### config.mk
export PLATFORM = sky130hd
export DESIGN_NAME = t_bram_read_arbiter_flat
export DESIGN_NICKNAME = d
export VERILOG_FILES = /design/src/rtl/t_bram_read_arbiter_pkg.sv /design/src/rtl/t_bram_read_arbiter_if.sv /design/src/rtl/t_bram_read_arbiter_rr_pick.sv /design/src/rtl/t_bram_read_arbiter.sv /design/src/flat_wrapper.sv
export SDC_FILE = /design/constraint.sdc
export NUM_CORES = 1
export LEC_CHECK = 0
export ABC_AREA = 1
export BUFFER_PORTS_ARGS = -buffer_cell sky130_fd_sc_hd__buf_2
export CORE_ASPECT_RATIO = 1.2
export CORE_MARGIN = 10
export CORE_UTILIZATION = 31
export DETAILED_ROUTE_END_ITERATION = 8
export MAX_ROUTING_LAYER = met4
export PLACE_DENSITY = 0.75
export SLEW_MARGIN = 20
export SYNTH_ARGS = -nofsm -noshare
export SYNTH_HDL_FRONTEND = slang
export SYNTH_SLANG_ARGS = --single-unit
### constraint.sdc
create_clock -name clk_in -period 1.9 [get_ports clk_in]
set_input_delay 0.285 -clock clk_in [delete_from_list [all_inputs] [get_ports clk_in]]
set_output_delay 0.285 -clock clk_in [all_outputs]
set_load 0.05 [all_outputs]
### src/rtl/t_bram_read_arbiter_pkg.sv
// Shared types for the T BRAM read arbiter.
// T_READ_LATENCY : BRAM address-edge to data latency in cycles (HIGH_PERFORMANCE)
// req_id_t       : requester identity carried with each in-flight read
// t_tag_t        : per-read tag {valid, requester id, out-of-range error}
package t_bram_read_arbiter_pkg;

    localparam int unsigned T_READ_LATENCY = 2;

    typedef enum logic [1:0] {
        REQ_EMIN    = 2'd0,
        REQ_SEGMENT = 2'd1,
        REQ_PHI     = 2'd2
    } req_id_t;

    typedef struct packed {
        logic    v;
        req_id_t id;
        logic    err;
    } t_tag_t;

endpackage

### src/rtl/t_bram_read_arbiter_if.sv
// Bus bundle between the requesters / T BRAM and the read arbiter.
// master : requester and BRAM side (drives requests and BRAM read data)
// slave  : arbiter side (drives accepts, BRAM address, responses, busy)
// Signals: req_valid/req_addr/req_lock/req_ready per requester,
//          bram_addr/bram_data to the BRAM, resp_valid/resp_data/resp_err back
//          to the requesters, busy status.
interface t_bram_read_arbiter_if #(
    parameter int unsigned BIT_WIDTH  = 32,
    parameter int unsigned NU_VALUES  = 3,
    parameter int unsigned N_REQ      = 3,
    parameter int unsigned ADDR_WIDTH = 8
);
    logic [N_REQ-1:0]                    req_valid;
    logic [N_REQ-1:0][ADDR_WIDTH-1:0]    req_addr;
    logic [N_REQ-1:0]                    req_lock;
    logic [N_REQ-1:0]                    req_ready;
    logic [ADDR_WIDTH-1:0]               bram_addr;
    logic [NU_VALUES-1:0][BIT_WIDTH-1:0] bram_data;
    logic [N_REQ-1:0]                    resp_valid;
    logic [NU_VALUES-1:0][BIT_WIDTH-1:0] resp_data;
    logic                                resp_err;
    logic                                busy;

    modport master (
        output req_valid, req_addr, req_lock, bram_data,
        input  req_ready, bram_addr, resp_valid, resp_data, resp_err, busy
    );

    modport slave (
        input  req_valid, req_addr, req_lock, bram_data,
        output req_ready, bram_addr, resp_valid, resp_data, resp_err, busy
    );
endinterface

### src/rtl/t_bram_read_arbiter_rr_pick.sv
// Combinational round-robin picker.
// valid  : request vector
// start  : index scanned first; scan wraps modulo N
// onehot : one-hot of the first valid index found
// idx    : binary index of that requester
// any    : at least one requester is valid
module t_bram_read_arbiter_rr_pick #(
    parameter int unsigned N     = 3,
    parameter int unsigned IDX_W = 2
) (
    input  logic [N-1:0]     valid,
    input  logic [IDX_W-1:0] start,
    output logic [N-1:0]     onehot,
    output logic [IDX_W-1:0] idx,
    output logic             any
);
    always_comb begin : pick
        int unsigned pos;
        onehot = '0;
        idx    = '0;
        any    = 1'b0;
        pos    = 0;
        for (int unsigned k = 0; k < N; k++) begin
            pos = (32'(start) + k) % N;
            if (!any && valid[pos]) begin
                any         = 1'b1;
                idx         = IDX_W'(pos);
                onehot[pos] = 1'b1;
            end
        end
    end
endmodule

### src/rtl/t_bram_read_arbiter.sv
// Shares the single T BRAM read port among the emin, segment-traceback and
// phi requesters. One accept per cycle (locked hold or round-robin); each
// accepted read carries a tag down a READ_LATENCY-deep pipeline so responses
// come back in issue order to the requester that issued them.
// clk_in, rst_n_in : clock, asynchronous active-low reset
// bus (slave)      : req_valid/req_addr/req_lock in, req_ready out (comb),
//                    bram_addr out (registered), bram_data in,
//                    resp_valid/resp_data/resp_err out, busy out
module t_bram_read_arbiter
    import t_bram_read_arbiter_pkg::*;
#(
    parameter int unsigned BIT_WIDTH    = 32,
    parameter int unsigned I            = 160,
    parameter int unsigned NU_VALUES    = 3,
    parameter int unsigned N_REQ        = 3,
    parameter int unsigned READ_LATENCY = T_READ_LATENCY,
    parameter int unsigned MAX_BURST    = 8,
    parameter int unsigned ADDR_WIDTH   = $clog2(I)
) (
    input  logic                  clk_in,
    input  logic                  rst_n_in,
    t_bram_read_arbiter_if.slave  bus
);
    localparam int unsigned IDX_W = (N_REQ > 1) ? $clog2(N_REQ) : 1;
    localparam int unsigned CNT_W = $clog2(MAX_BURST + 1);

    logic [IDX_W-1:0]               last_grant_q, last_grant_d;
    logic [CNT_W-1:0]               burst_cnt_q, burst_cnt_d;
    logic [ADDR_WIDTH-1:0]          bram_addr_q, bram_addr_d;
    t_tag_t [READ_LATENCY-1:0]      tag_q, tag_d;
    // Final stage: the tag whose BRAM data is on bram_data this cycle.
    t_tag_t                         resp_tag_q, resp_tag_d;

    logic [IDX_W-1:0]               start_idx;
    logic [N_REQ-1:0]               pick_onehot;
    logic [IDX_W-1:0]               pick_idx;
    logic                           pick_any;
    logic                           hold;
    logic [IDX_W-1:0]               grant_idx;
    logic                           grant_any;
    logic [ADDR_WIDTH-1:0]          grant_addr;
    logic                           grant_err;

    always_comb begin
        start_idx = (32'(last_grant_q) >= N_REQ - 1) ? '0 : last_grant_q + 1'b1;
    end

    t_bram_read_arbiter_rr_pick #(
        .N     (N_REQ),
        .IDX_W (IDX_W)
    ) u_rr_pick (
        .valid  (bus.req_valid),
        .start  (start_idx),
        .onehot (pick_onehot),
        .idx    (pick_idx),
        .any    (pick_any)
    );

    // Once the burst counter saturates the lock stops holding; round-robin
    // then still returns the locked requester when it is the only one valid.
    always_comb begin
        hold       = bus.req_lock[last_grant_q] && bus.req_valid[last_grant_q]
                     && (burst_cnt_q < CNT_W'(MAX_BURST));
        grant_idx  = hold ? last_grant_q : pick_idx;
        grant_any  = hold || pick_any;
        grant_addr = bus.req_addr[grant_idx];
        grant_err  = (32'(grant_addr) >= I);

        bus.req_ready = '0;
        if (grant_any) begin
            bus.req_ready[grant_idx] = 1'b1;
        end
    end

    always_comb begin
        last_grant_d = last_grant_q;
        burst_cnt_d  = burst_cnt_q;
        bram_addr_d  = bram_addr_q;
        if (grant_any) begin
            last_grant_d = grant_idx;
            bram_addr_d  = grant_addr;
            if (grant_idx != last_grant_q) begin
                burst_cnt_d = CNT_W'(1);
            end else if (burst_cnt_q < CNT_W'(MAX_BURST)) begin
                burst_cnt_d = burst_cnt_q + 1'b1;
            end
        end

        tag_d        = tag_q;
        tag_d[0].v   = grant_any;
        tag_d[0].id  = req_id_t'(grant_idx);
        tag_d[0].err = grant_any && grant_err;
        for (int unsigned k = 1; k < READ_LATENCY; k++) begin
            tag_d[k] = tag_q[k-1];
        end
        resp_tag_d = tag_q[READ_LATENCY-1];
    end

    always_ff @(posedge clk_in or negedge rst_n_in) begin
        if (!rst_n_in) begin
            last_grant_q <= IDX_W'(N_REQ - 1);
            burst_cnt_q  <= '0;
            bram_addr_q  <= '0;
            tag_q        <= '0;
            resp_tag_q   <= '0;
        end else begin
            last_grant_q <= last_grant_d;
            burst_cnt_q  <= burst_cnt_d;
            bram_addr_q  <= bram_addr_d;
            tag_q        <= tag_d;
            resp_tag_q   <= resp_tag_d;
        end
    end

    always_comb begin
        bus.bram_addr  = bram_addr_q;
        bus.resp_valid = '0;
        if (resp_tag_q.v) begin
            bus.resp_valid[resp_tag_q.id] = 1'b1;
        end
        bus.resp_err  = resp_tag_q.v && resp_tag_q.err;
        bus.resp_data = (resp_tag_q.v && !resp_tag_q.err) ? bus.bram_data : '0;

        bus.busy = resp_tag_q.v || (|bus.req_valid);
        for (int unsigned k = 0; k < READ_LATENCY; k++) begin
            bus.busy = bus.busy || tag_q[k].v;
        end
    end
endmodule

### src/flat_wrapper.sv
// flat-port wrapper written by rule: the top's interface ports become plain ports
module t_bram_read_arbiter_flat import t_bram_read_arbiter_pkg::*;
#(
    parameter int unsigned BIT_WIDTH    = 32,
    parameter int unsigned I            = 160,
    parameter int unsigned NU_VALUES    = 3,
    parameter int unsigned N_REQ        = 3,
    parameter int unsigned READ_LATENCY = T_READ_LATENCY,
    parameter int unsigned MAX_BURST    = 8,
    parameter int unsigned ADDR_WIDTH   = $clog2(I)
)
  (clk_in, rst_n_in, bus_req_valid, bus_req_addr, bus_req_lock, bus_bram_data, bus_req_ready, bus_bram_addr, bus_resp_valid, bus_resp_data, bus_resp_err, bus_busy);
  t_bram_read_arbiter_if #(.BIT_WIDTH(BIT_WIDTH), .NU_VALUES(NU_VALUES), .N_REQ(N_REQ), .ADDR_WIDTH(ADDR_WIDTH)) bus_i ();
  input  logic clk_in;
  input  logic rst_n_in;
  input wire logic [$bits(bus_i.req_valid)-1:0] bus_req_valid;
  input wire logic [$bits(bus_i.req_addr)-1:0] bus_req_addr;
  input wire logic [$bits(bus_i.req_lock)-1:0] bus_req_lock;
  input wire logic [$bits(bus_i.bram_data)-1:0] bus_bram_data;
  output wire logic [$bits(bus_i.req_ready)-1:0] bus_req_ready;
  output wire logic [$bits(bus_i.bram_addr)-1:0] bus_bram_addr;
  output wire logic [$bits(bus_i.resp_valid)-1:0] bus_resp_valid;
  output wire logic [$bits(bus_i.resp_data)-1:0] bus_resp_data;
  output wire logic [$bits(bus_i.resp_err)-1:0] bus_resp_err;
  output wire logic [$bits(bus_i.busy)-1:0] bus_busy;
  assign bus_i.req_valid = bus_req_valid;
  assign bus_i.req_addr = bus_req_addr;
  assign bus_i.req_lock = bus_req_lock;
  assign bus_i.bram_data = bus_bram_data;
  assign bus_req_ready = bus_i.req_ready;
  assign bus_bram_addr = bus_i.bram_addr;
  assign bus_resp_valid = bus_i.resp_valid;
  assign bus_resp_data = bus_i.resp_data;
  assign bus_resp_err = bus_i.resp_err;
  assign bus_busy = bus_i.busy;
  t_bram_read_arbiter #(.BIT_WIDTH(BIT_WIDTH), .I(I), .NU_VALUES(NU_VALUES), .N_REQ(N_REQ), .READ_LATENCY(READ_LATENCY), .MAX_BURST(MAX_BURST), .ADDR_WIDTH(ADDR_WIDTH)) u_core (.clk_in(clk_in), .rst_n_in(rst_n_in), .bus(bus_i));
endmodule
==> Yosys cells after proc, flatten, opt, wreduce, memory -nomap -nowiden <==
Index checks and enable logic that the tools add are counted.
Widths: inputs -> output; s select.
{ "totals": {"reg_bits": 26, "inputBits": 128, "output_inout_bits": 112, "wordCells": 79} }
{ "op_classes": {"add_sub_neg": 4, "div": 3, "magnitude_cmp": 11, "n_eq_ne": 1, "muxes": 29, "reduce_logical": 19} }
{ "op_table": {"columns": ["op", "count"], "rows": [
  ["$lt 32x3->1 const B", 3],
  ["$mux 96", 1],
  ["$mod 32x2->32 const B", 2],
  ["$mod 2x2->32 const B", 1],
  ["$bmux 8 s2", 1],
  ["$bmux 1 s2", 5],
  ["$mux 1", 10],
  ["$mux 2", 5],
  ["$logic_and 1x1->1", 9],
  ["$lt 2x3->1 const B", 3],
  ["$ge 8x8->1 const B", 1],
  ["$mux 4", 2],
  ["$mux 8", 1],
  ["$mux 3", 2],
  ["$add 4x1->4 const B", 1],
  ["$demux 1 s2", 2],
  ["$ge 2x1->1 const B", 2],
  ["$logic_or 1x1->1", 4],
  ["$lt 4x4->1 const B", 1],
  ["$add 2x1->3 const B", 1],
  ["$add 2x2->3 const B", 1],
  ["$logic_not 1->1", 3],
  ["$reduce_or 3->1", 1],
  ["$add 2x1->2 const B", 1],
  ["4 further kinds", 4]
]} }

==> Longest topological paths before layout <==
Gate-level depths: netlist of the first run.
{ "depth": {"depth_word": 18, "ltp_mapped": 16, "depth_no_buf": 14} }

==> Hierarchy <==
A second synthesis of the first run with hierarchy kept.
{ "hier_totals": {"hier_cells": 420, "hier_area_um2": 2416.1} }
{ "by_module_without_submodules": {"columns": ["mod", "instances", "cells_per_inst", "area_per_inst_um2", "seq_area_each_um2"], "rows": [
  ["t_bram_read_arbiter", 1, 359, 2095.8, 651.9],
  ["t_bram_read_arbiter_rr_pick", 1, 61, 320.3, 0.0]
]} }

==> Worst setup path before layout of the first run <==
Ideal clock, no wire load.
{ "synth_path": {"path_kind": "register to output", "start": "reg u_core.last_grant_q[1]", "end": "out bus_req_ready[0]", "arrival_time_ns": 2.052, "required_ns": 1.615, "slack_ns": -0.437, "path_stages_with_launch": 10, "path_buffers": 1, "path_cell_list": "dfstp_2 -> buf_6 -> inv_2 -> nand3_1 -> nand3_1 -> nand3_2 -> nand2_2 -> o21ai_2 -> nand2_2 -> nor2_1"} }
{ "synth_via": {"elab_chain_len": 18, "elab_cells_between_ends": 38, "cone_classes": "add/sub (3); div (3); order compare (3); mux (21); reduce/logical (8)"} }
{ "synth_rtl": {"columns": ["item", "line_no", "rtl"], "rows": [
  ["start, declared", "t_bram_read_arbiter.sv:27", "logic [IDX_W-1:0] last_grant_q, last_grant_d;"],
  ["start signal, assigned", "t_bram_read_arbiter.sv:101", "last_grant_q <= IDX_W'(N_REQ - 1);"],
  ["start signal, assigned", "t_bram_read_arbiter.sv:107", "last_grant_q <= last_grant_d;"],
  ["branches (longest 17 deep; another with $mod 32x2->32)", null, null],
  ["$mux 3 (*)", "t_bram_read_arbiter.sv:70", "if (grant_any) begin"],
  ["end, declared", "flat_wrapper.sv:20", "output wire logic [$bits(bus_i.req_ready)-1:0] bus_req_ready;"]
]} }
Every way passes the cells marked *. The select of a mux whose other input is x is not followed.

==> Worst setup path in the final report of the first run <==
{ "layout_path": {"start": "reg u_core.last_grant_q[1]", "end": "out bus_req_ready[1]"} }
Same word-level chain as after synthesis.

==> results.json, run 1 <==
{
  "cts_buffers": 3,
  "synth_warnings": 0,
  "critical_path_required_ns": 1.62,
  "rr_endpoint": "u_core.bus.bram_addr[2]",
  "p_leak_nw": 2.72,
  "finalCritPeriodShare_pct": 121,
  "synth-edff-count": 0,
  "postCtsHoldBufs": 0,
  "busiest_layer": "met2",
  "final.min_clock_period_ns": 2.31,
  "hold_path.class": "input port to async pin",
  "place_congestion": 0.920,
  "drv_cap": 0,
  "power_density_nw_per_um2": 1990,
  "fin_cells": 730,
  "dieArea_um2": 10700,
  "synthCells": 376,
  "layout.cells.most_common": "buf_2",
  "setup_violations": 16,
  "crit_type": "flop to output pin",
  "grt_max_degree": 27,
  "firstDrtPassIters": 4,
  "clkTransAtPathRegs_ns": 0.09,
  "routed_via_density": 4.47,
  "most-common-layout-cells": "buf_2, inv_1, buf_4",
  "fin_area_um2": 4470,
  "synth_cell_types": 27,
  "slew_viol_final": 0,
  "antenna_found_initial": 3,
  "vdd_drop_max_v": 0.00170,
  "io_buffers": 239,
  "cts-root-buf": "clkbuf_8",
  "drt-total-wl_um": 12400,
  "fp.dieH_um": 111,
  "die_w_um": 96.0,
  "critPathLaunchType": "flop",
  "rows": 33,
  "max_freq_mhz": 434,
  "dpl.hpwl_um": 9960,
  "worstPathArrival_ns": 2.02,
  "clockBufferDepth": 2,
  "yosysSeqAreaShare_pct": 30.4,
  "reg2regPathDepth": 15,
  "grt_setup_unrepaired": "true",
  "avgSynthCellArea_um2": 5.71,
  "ant_nets": 0,
  "grt_overflow": 0,
  "synth_flop_cell": "dfrtp_1",
  "violations": "negative hold slack, negative setup slack",
  "dp_cells": 708,
  "synthToLayoutAreaGrowth_pct": 108,
  "core_area_um2": 6770,
  "synth_top_cell_by_area": "dfrtp_1",
  "synth_top_area_share_pct": 29.2,
  "timing.rr.start": "u_core.last_grant_q[1]",
  "synth_fp_nets": 505,
  "synth.cell_area_um2": 2150,
  "cp-end-kind": "output pin",
  "crit_fanout": 5,
  "grt_pass1_vias": 3367,
  "wl_per_cell_um": 16.9,
  "cts_sinks": 26,
  "timing.hold.ws_ns": -0.00154,
  "clock_latency_ns": 0.27,
  "final_nets": 770,
  "finalHoldViolCount": 2,
  "start_util_pct": 31.7,
  "grt_use_met3_pct": 11.7,
  "num_vias": 3262,
  "htreeDepth": 1,
  "synthArstFlopShare_pct": 100,
  "pin_count": 240,
  "gr-usage-met2_pct": 34.0,
  "setup_slack_ns": -0.406,
  "drt_iter0_markers": 128,
  "grt_pass1_wl_um": 17500,
  "route.detailed.drc": 0,
  "grt_usage_pct": 20.9,
  "place_area_um2": 3810,
  "final_layout_size_suffix_gt1_share_pct": 61.7,
  "met1_usage_pct": 21.0,
  "maxSlewHeadroom_pct": 62.4,
  "worstMarginPinSlew_ns": 0.564,
  "tritoncts": "yes",
  "synth.area.top_cells": "dfrtp_1, inv_1, nor2_1",
  "r2r_slack_ns": -0.29,
  "clock-skew-final_ns": 0.00278,
  "outcome": "finished with violations",
  "ys_seq_elements": 26
}
-- per-stage QoR --
stage / TNS [ns] / utilization (%) / power (W) / setup WS (ns)
2_1_floorplan: -6.50 / - / 0.00551 / -0.118
3_3_place_gp: -1.31 / 56.3 / 0.00712 / -0.235
3_5_place_dp: -1.97 / 56.3 / 0.00720 / -0.286
4_1_cts: -2.08 / 61.9 / 0.00842 / -0.362
5_1_grt: -4.86 / 66.0 / 0.00936 / -0.490
6_report: -3.15 / 66.0 / 0.00889 / -0.406
-- critical path, cell delays in order, from the launching register on --
cell and delay [ns]:
dfstp_2 0.58, buf_12 0.13, inv_4 0.05, nand3_4 0.07, nand2_4 0.05, nor2_4 0.15, nand2_2 0.08, nand2_2 0.08
nand2_2 0.07, nand3_4 0.08, nand2_4 0.08, buf_12 0.14, clkinvlp_4 0.06, buf_8 0.13
-- what timing repair did --
item                                    in CTS  in global routing
gates resized for setup                     63                107
setup buffers                               12                  2
pin swaps                                   19                 22
gates cloned                                 1                  0
endpoints found under the setup margin      97                 94
-- flip-flops by register name, indices dropped and copies added, names as in the netlist --
name / flops
u_core.burst_cnt_q: 4
u_core.bus.bram_addr: 8
u_core.tag_d: 4
u_core.resp_tag_d: 4
u_core.last_grant_q: 2
u_core.resp_tag_q: 4
-- layer usage --
layer | vias up | share of wire [%]
met4 | 0 | 2.1
met1 | 1453 | 34
met2 | 180 | 49
li1 | 1605 | -
met3 | 24 | 15
met5 | - | 0
-- logic make-up after synthesis --
family	synth area share, %
flip-flops	30.4
XOR/XNOR	0.408
adder cells (fa/ha/maj)	0.583
buffers and inverters	23.6
AND/OR/NAND/NOR	40.7
AO/OA/AOI/OAI	4.31
-- report_power, final --
group	internal [W]	switching, W
registers	0.000815	0.000167
clock network	0.000282	0.000172
logic	0.00247	0.00498
-- Yosys cell counts (2+ instances only) --
library cell and instances:
or2_0 4, nand2_1 46, nor2_2 2, nand3_2 3
o21ai_2 2, o211ai_1 5, nand3_1 24, buf_6 2
a31oi_1 2, a21oi_1 2, clkbuf_1 12, nor2_1 108
o21ai_0 3, dfrtp_1 25, inv_1 111, nand2_2 5
or2_2 2, nand4_1 4, inv_2 6
-- cell type report --
| type | count | area, um2 |
|---|---|---|
| flip-flops and latches | 26 | 653 |
| clock buffers | 3 | 41.3 |
| diodes | 3 | 7.51 |
| repair buffers | 273 | 1780 |
| fillers | 608 | 2300 |
| clock inverters | 1 | 30.0 |
| inverters | 117 | 448 |
| well taps | 87 | 109 |
| multi-input cells | 220 | 1400 |
-- worst max-delay path by stage --
stage	from	end	slack (ns)	cells past startpoint
global placement	u_core.last_grant_q[1]	bus_req_ready[0]	-0.24	11
CTS	u_core.last_grant_q[1]	bus_req_ready[0]	-0.36	12
finish	u_core.last_grant_q[1]	bus_req_ready[1]	-0.41	13
detailed placement	u_core.last_grant_q[1]	bus_req_ready[0]	-0.29	11
global route	u_core.last_grant_q[1]	bus_req_ready[1]	-0.49	13
floorplan	u_core.resp_tag_q[3]	bus_resp_data[58]	-0.12	6
Power figures use the tool's default switching activity.
==> inputs of run 2 (changes only) <==
--- a/config.mk
+++ b/config.mk
@@ -11,6 +11,7 @@
 export CORE_MARGIN = 10
 export CORE_UTILIZATION = 31
 export DETAILED_ROUTE_END_ITERATION = 8
+export HOLD_SLACK_MARGIN = 0.02
 export MAX_ROUTING_LAYER = met4
 export PLACE_DENSITY = 0.75
 export SLEW_MARGIN = 20
==> run 2 against run 1 <==
Against the previous run: the flow finishes with violations (negative setup slack); sequential power about the same; die area stayed put; clock skew increased by 0.00071 ns; flip-flop and latch count stayed put; total power about the same.
==> results.json, run 2 (synthesis results as in run 1) <==
{
  "io_buffers": 239,
  "final_layout_size_suffix_gt1_share_pct": 61.6,
  "routed_via_density": 4.46,
  "hold_path.class": "input port to flop",
  "drv_cap": 0,
  "setup_slack_ns": -0.409,
  "final_nets": 771,
  "finalCritPeriodShare_pct": 122,
  "rows": 33,
  "htreeDepth": 1,
  "ant_nets": 0,
  "regArea_um2": 653,
  "cp-end-kind": "output pin",
  "grt_usage_pct": 20.9,
  "final.min_clock_period_ns": 2.31,
  "fin_cells": 731,
  "crit_fanout": 5,
  "most-common-layout-cells": "buf_2, inv_1, buf_4",
  "crit_type": "flop to output pin",
  "critical_path_required_ns": 1.62,
  "grt_pass1_wl_um": 17500,
  "vdd_drop_max_v": 0.00170,
  "drt-total-wl_um": 12400,
  "cts-root-buf": "clkbuf_8",
  "wl_per_cell_um": 16.9,
  "synthToLayoutAreaGrowth_pct": 109,
  "largest_reg_flops": 8,
  "p_leak_nw": 2.72,
  "grt_setup_unrepaired": "true",
  "grt_max_degree": 27,
  "route.detailed.drc": 0,
  "critPathLaunchType": "flop",
  "worstPathArrival_ns": 2.02,
  "dp_cells": 708,
  "dpl.hpwl_um": 9960,
  "fill_cells": 607,
  "power_w": 0.00889,
  "grt_pass1_vias": 3367,
  "cts_sinks": 26,
  "outcome": "finished with violations",
  "maxSlewHeadroom_pct": 62.2,
  "cts_buffers": 3,
  "clockBufferDepth": 2,
  "clock-skew-final_ns": 0.00349,
  "slew_viol_final": 0,
  "antenna_found_initial": 3,
  "setup_violations": 16,
  "fp.dieH_um": 111,
  "pin_count": 240,
  "clock_latency_ns": 0.27,
  "start_util_pct": 31.7,
  "dieArea_um2": 10700,
  "firstDrtPassIters": 4,
  "layout.cells.most_common": "buf_2",
  "place_congestion": 0.920,
  "finalHoldViolCount": 0,
  "num_vias": 3261,
  "tritoncts": "yes",
  "multiInputGateArea_um2": 1400,
  "grt_overflow": 0,
  "drt_iter0_markers": 128,
  "core_area_um2": 6770,
  "r2r_slack_ns": -0.29,
  "fin_area_um2": 4480,
  "die_w_um": 96.0,
  "clkTransAtPathRegs_ns": 0.09,
  "max_freq_mhz": 433,
  "worstMarginPinSlew_ns": 0.567,
  "power_density_nw_per_um2": 1980,
  "place_area_um2": 3810,
  "violations": "negative setup slack"
}
[run 2: metal layers]
layer,up-vias,global-route usage [%],part of all wire [%]
met1,1457,21.0,35
li1,1605,-,-
met5,-,-,0
met2,173,34.0,49
met4,0,5.81,2.1
met3,26,11.7,14
[run 2: worst max-delay path: stages, from the launching register on]
cell and delay, ns:
dfstp_2 0.58, buf_12 0.13, inv_4 0.05, nand3_4 0.07, nand2_4 0.05, nor2_4 0.15, nand2_2 0.08, nand2_2 0.08
nand2_2 0.07, nand3_4 0.08, nand2_4 0.08, buf_12 0.14, clkinvlp_4 0.06, buf_8 0.13
[run 2: area by class of cell]
cell class | count | area share, %
flip-flops and latches | 26 | 14.6
diodes | 3 | 0.168
clock inverters | 1 | 0.670
clock buffers | 3 | 0.922
multi-input cells | 220 | 31.2
well taps | 87 | 2.43
inverters | 117 | 10.0
repair buffers | 274 | 40.0
[run 2: final timing paths]
kind | start | end | depth (start not counted)
worst max register to register | u_core.last_grant_q[1] | u_core.bus.bram_addr[2] | 15
worst min-delay path | bus_req_addr[17] | u_core.bus.bram_addr[1] | 3
min in group asynchronous | rst_n_in | u_core.bus.bram_addr[6] | 2
worst max-delay path | u_core.last_grant_q[1] | bus_req_ready[1] | 13
max in group asynchronous | rst_n_in | u_core.last_grant_q[0] | 2
worst min register to register | u_core.resp_tag_d[0] | u_core.resp_tag_q[0] | 0
[run 2: power by group]
group          leakage (nW)  switching [W]  internal (W)
Sequential            0.307       0.000167      0.000816
Clock                0.0357       0.000171      0.000282
Combinational          2.38        0.00498       0.00248
Total                  2.72        0.00532       0.00357
[run 2: through the flow]
stage	TNS [ns]	util, %	hold WS (ns)	setup WS (ns)
5_1_grt	-4.86	66.1	0.246	-0.490
3_5_place_dp	-1.97	56.3	0.316	-0.286
4_1_cts	-2.08	62.1	0.223	-0.362
3_3_place_gp	-1.31	56.3	0.308	-0.235
2_1_floorplan	-6.50	-	-0.0106	-0.118
6_report	-3.18	66.1	0.235	-0.409
[run 2: what timing repair did]
item,4_1_cts,5_1_grt
gates resized for setup,63,107
hold endpoints to repair,7,0
pin swaps,19,22
gates cloned,1,0
buffers inserted,12,2
hold buffers,1,0
setup endpoints to repair,97,94
==> inputs of run 3 (changes only) <==
--- a/config.mk
+++ b/config.mk
@@ -7,7 +7,7 @@
 export LEC_CHECK = 0
 export ABC_AREA = 1
 export BUFFER_PORTS_ARGS = -buffer_cell sky130_fd_sc_hd__buf_2
-export CORE_ASPECT_RATIO = 1.2
+export CORE_ASPECT_RATIO = 0.7
 export CORE_MARGIN = 10
 export CORE_UTILIZATION = 31
 export DETAILED_ROUTE_END_ITERATION = 8
==> run 3 against run 2 <==
Against the previous run: the flow still finishes with violations (negative setup slack); flip-flop and latch count is the same; total power rose by 4.4%; clock skew fell by 0.00051 ns; combinational power up 4.8%; critical endpoint is now bus_req_ready[0].
==> results.json, run 3 (synthesis results as in run 1) <==
{
  "outcome": "finished with violations",
  "violations": "negative setup slack",
  "place_area_um2": 3830,
  "dpl.hpwl_um": 9730,
  "seqPwrFrac_pct": 10.8,
  "diodes": 0,
  "grt_pass1_vias": 3119,
  "htreeDepth": 1,
  "place_congestion": 0.946,
  "grt_usage_pct": 19.5,
  "cp-end-kind": "output pin",
  "wl_per_cell_um": 17.8,
  "slew_viol_final": 0,
  "grt_max_degree": 31,
  "die_w_um": 119,
  "maxSlewHeadroom_pct": 61.5,
  "route.detailed.drc": 0,
  "final_layout_size_suffix_gt1_share_pct": 62.5,
  "routed_via_density": 4.60,
  "ant_nets": 0,
  "critical_path_required_ns": 1.62,
  "multiInputGateArea_um2": 1430,
  "fp.dieH_um": 89.6,
  "fill_cells": 516,
  "final_util_pct": 67.6,
  "vdd_drop_max_v": 0.00201,
  "pin_count": 240,
  "clock_latency_ns": 0.27,
  "clock-skew-final_ns": 0.00298,
  "grt_setup_unrepaired": "true",
  "critPathLaunchType": "flop",
  "setup_violations": 17,
  "drt-total-wl_um": 13100,
  "num_vias": 3378,
  "p_leak_nw": 2.76,
  "cts_sinks": 26,
  "post-place-ws_ns": -0.226,
  "io_buffers": 239,
  "intPower_w": 0.00372,
  "antenna_found_initial": 0,
  "fin_area_um2": 4550,
  "drt_iter0_markers": 317,
  "max_freq_mhz": 418,
  "crit_fanout": 7,
  "tritoncts": "yes",
  "power_frac_clock_pct": 5.0,
  "largest_reg_flops": 8,
  "clockBufferDepth": 2,
  "switchingPower_w": 0.00556,
  "power_density_nw_per_um2": 2040,
  "finalCritPeriodShare_pct": 126,
  "clkTransAtPathRegs_ns": 0.09,
  "final.setup.tns_ns": -4.33,
  "start_util_pct": 31.9,
  "setup_slack_ns": -0.493,
  "layout.cells.most_common": "buf_2",
  "regArea_um2": 653,
  "crit_type": "flop to output pin",
  "grt_pass1_wl_um": 16500,
  "firstDrtPassIters": 5,
  "dieArea_um2": 10700,
  "drv_cap": 0,
  "hold_path.class": "input port to flop",
  "sw_frac_of_total_pct": 59.9,
  "rows": 25,
  "most-common-layout-cells": "buf_2, inv_1, buf_4",
  "worstPathArrival_ns": 2.11,
  "cts_buffers": 3,
  "synthToLayoutAreaGrowth_pct": 112,
  "cts-root-buf": "clkbuf_8",
  "final_nets": 770,
  "final.min_clock_period_ns": 2.39,
  "pwr-share-comb_pct": 84.3,
  "core_area_um2": 6730,
  "worstMarginPinSlew_ns": 0.577,
  "grt_overflow": 0,
  "finalHoldViolCount": 0
}
==> run 3: cell types whose count changed in the layout (fill, tap and decap cells not counted), sizes merged <==
cell    previous run  this run
clkbuf            40        42
or2                7         6
buf              236       234
diode              3         0
==> run 3: path summary, 6_finish.rpt <==
kind / slack, ns / start / end / cells past startpoint
min: 0.23 / bus_req_addr[19] / u_core.bus.bram_addr[3] / 3
min in group asynchronous: 0.55 / rst_n_in / u_core.bus.bram_addr[0] / 2
min reg2reg: 0.36 / u_core.resp_tag_d[0] / u_core.resp_tag_q[0] / 0
max in group asynchronous: 0.94 / rst_n_in / u_core.last_grant_q[0] / 2
max: -0.49 / u_core.last_grant_q[1] / bus_req_ready[0] / 9
max reg2reg: -0.31 / u_core.last_grant_q[1] / u_core.bus.bram_addr[1] / 11
==> run 3: power by group through the flow <==
stage	registers, W	clock network, W	logic [W]
after floorplan	0.00124	0	0.00427
after global placement	0.000986	0	0.00621
after detailed placement	0.000990	0	0.00632
after CTS	0.000974	0.000460	0.00670
after global routing	0.00103	0.000485	0.00821
final	0.00100	0.000460	0.00782
==> run 3: final cells by class <==
class                   instances  area share [%]
clock buffers                   3           0.908
clock inverters                 1           0.660
inverters                     117            10.0
multi-input cells             219            31.4
flip-flops and latches         26            14.4
well taps                      94            2.59
repair buffers                274            40.1
==> run 3: through the flow <==
| stage | power [W] | std cells | hold slack, ns |
|---|---|---|---|
| 2_1_floorplan | 0.00551 | 376 | -0.0106 |
| 3_3_place_gp | 0.00720 | 714 | 0.309 |
| 3_5_place_dp | 0.00731 | 714 | 0.315 |
| 4_1_cts | 0.00813 | 726 | 0.227 |
| 5_1_grt | 0.00972 | 734 | 0.231 |
| 6_report | 0.00929 | 734 | 0.225 |
==> run 3: metal layers <==
metal / GRT usage (%) / routed length (um) / part of all wire, % / vias to the layer above
met5: - / 0 / 0 / -
met4: 3.17 / 422 / 3.2 / 0
met3: 4.00 / 1070 / 8.2 / 37
met2: 32.9 / 6610 / 50 / 227
met1: 24.1 / 4990 / 38 / 1517
li1: - / - / - / 1597
==> run 3: timing repair <==
| item | 4_1_cts | 5_1_grt |
|---|---|---|
| cloned | 1 | 0 |
| endpoints found under the setup margin | 101 | 109 |
| gates resized for setup | 22 | 176 |
| pin swaps | 3 | 12 |
| hold buffers | 1 | 0 |
| setup buffers | 6 | 8 |
| hold endpoints to repair | 2 | 0 |
==> run 3: critical path, stage by stage (launching register included) <==
cell	delay (ns)
dfstp_2	0.68
inv_4	0.08
nand3_1	0.17
nand3_2	0.15
nand3_4	0.13
nand2_4	0.09
o21ai_4	0.18
nand2_2	0.10
nor2_4	0.10
buf_8	0.15
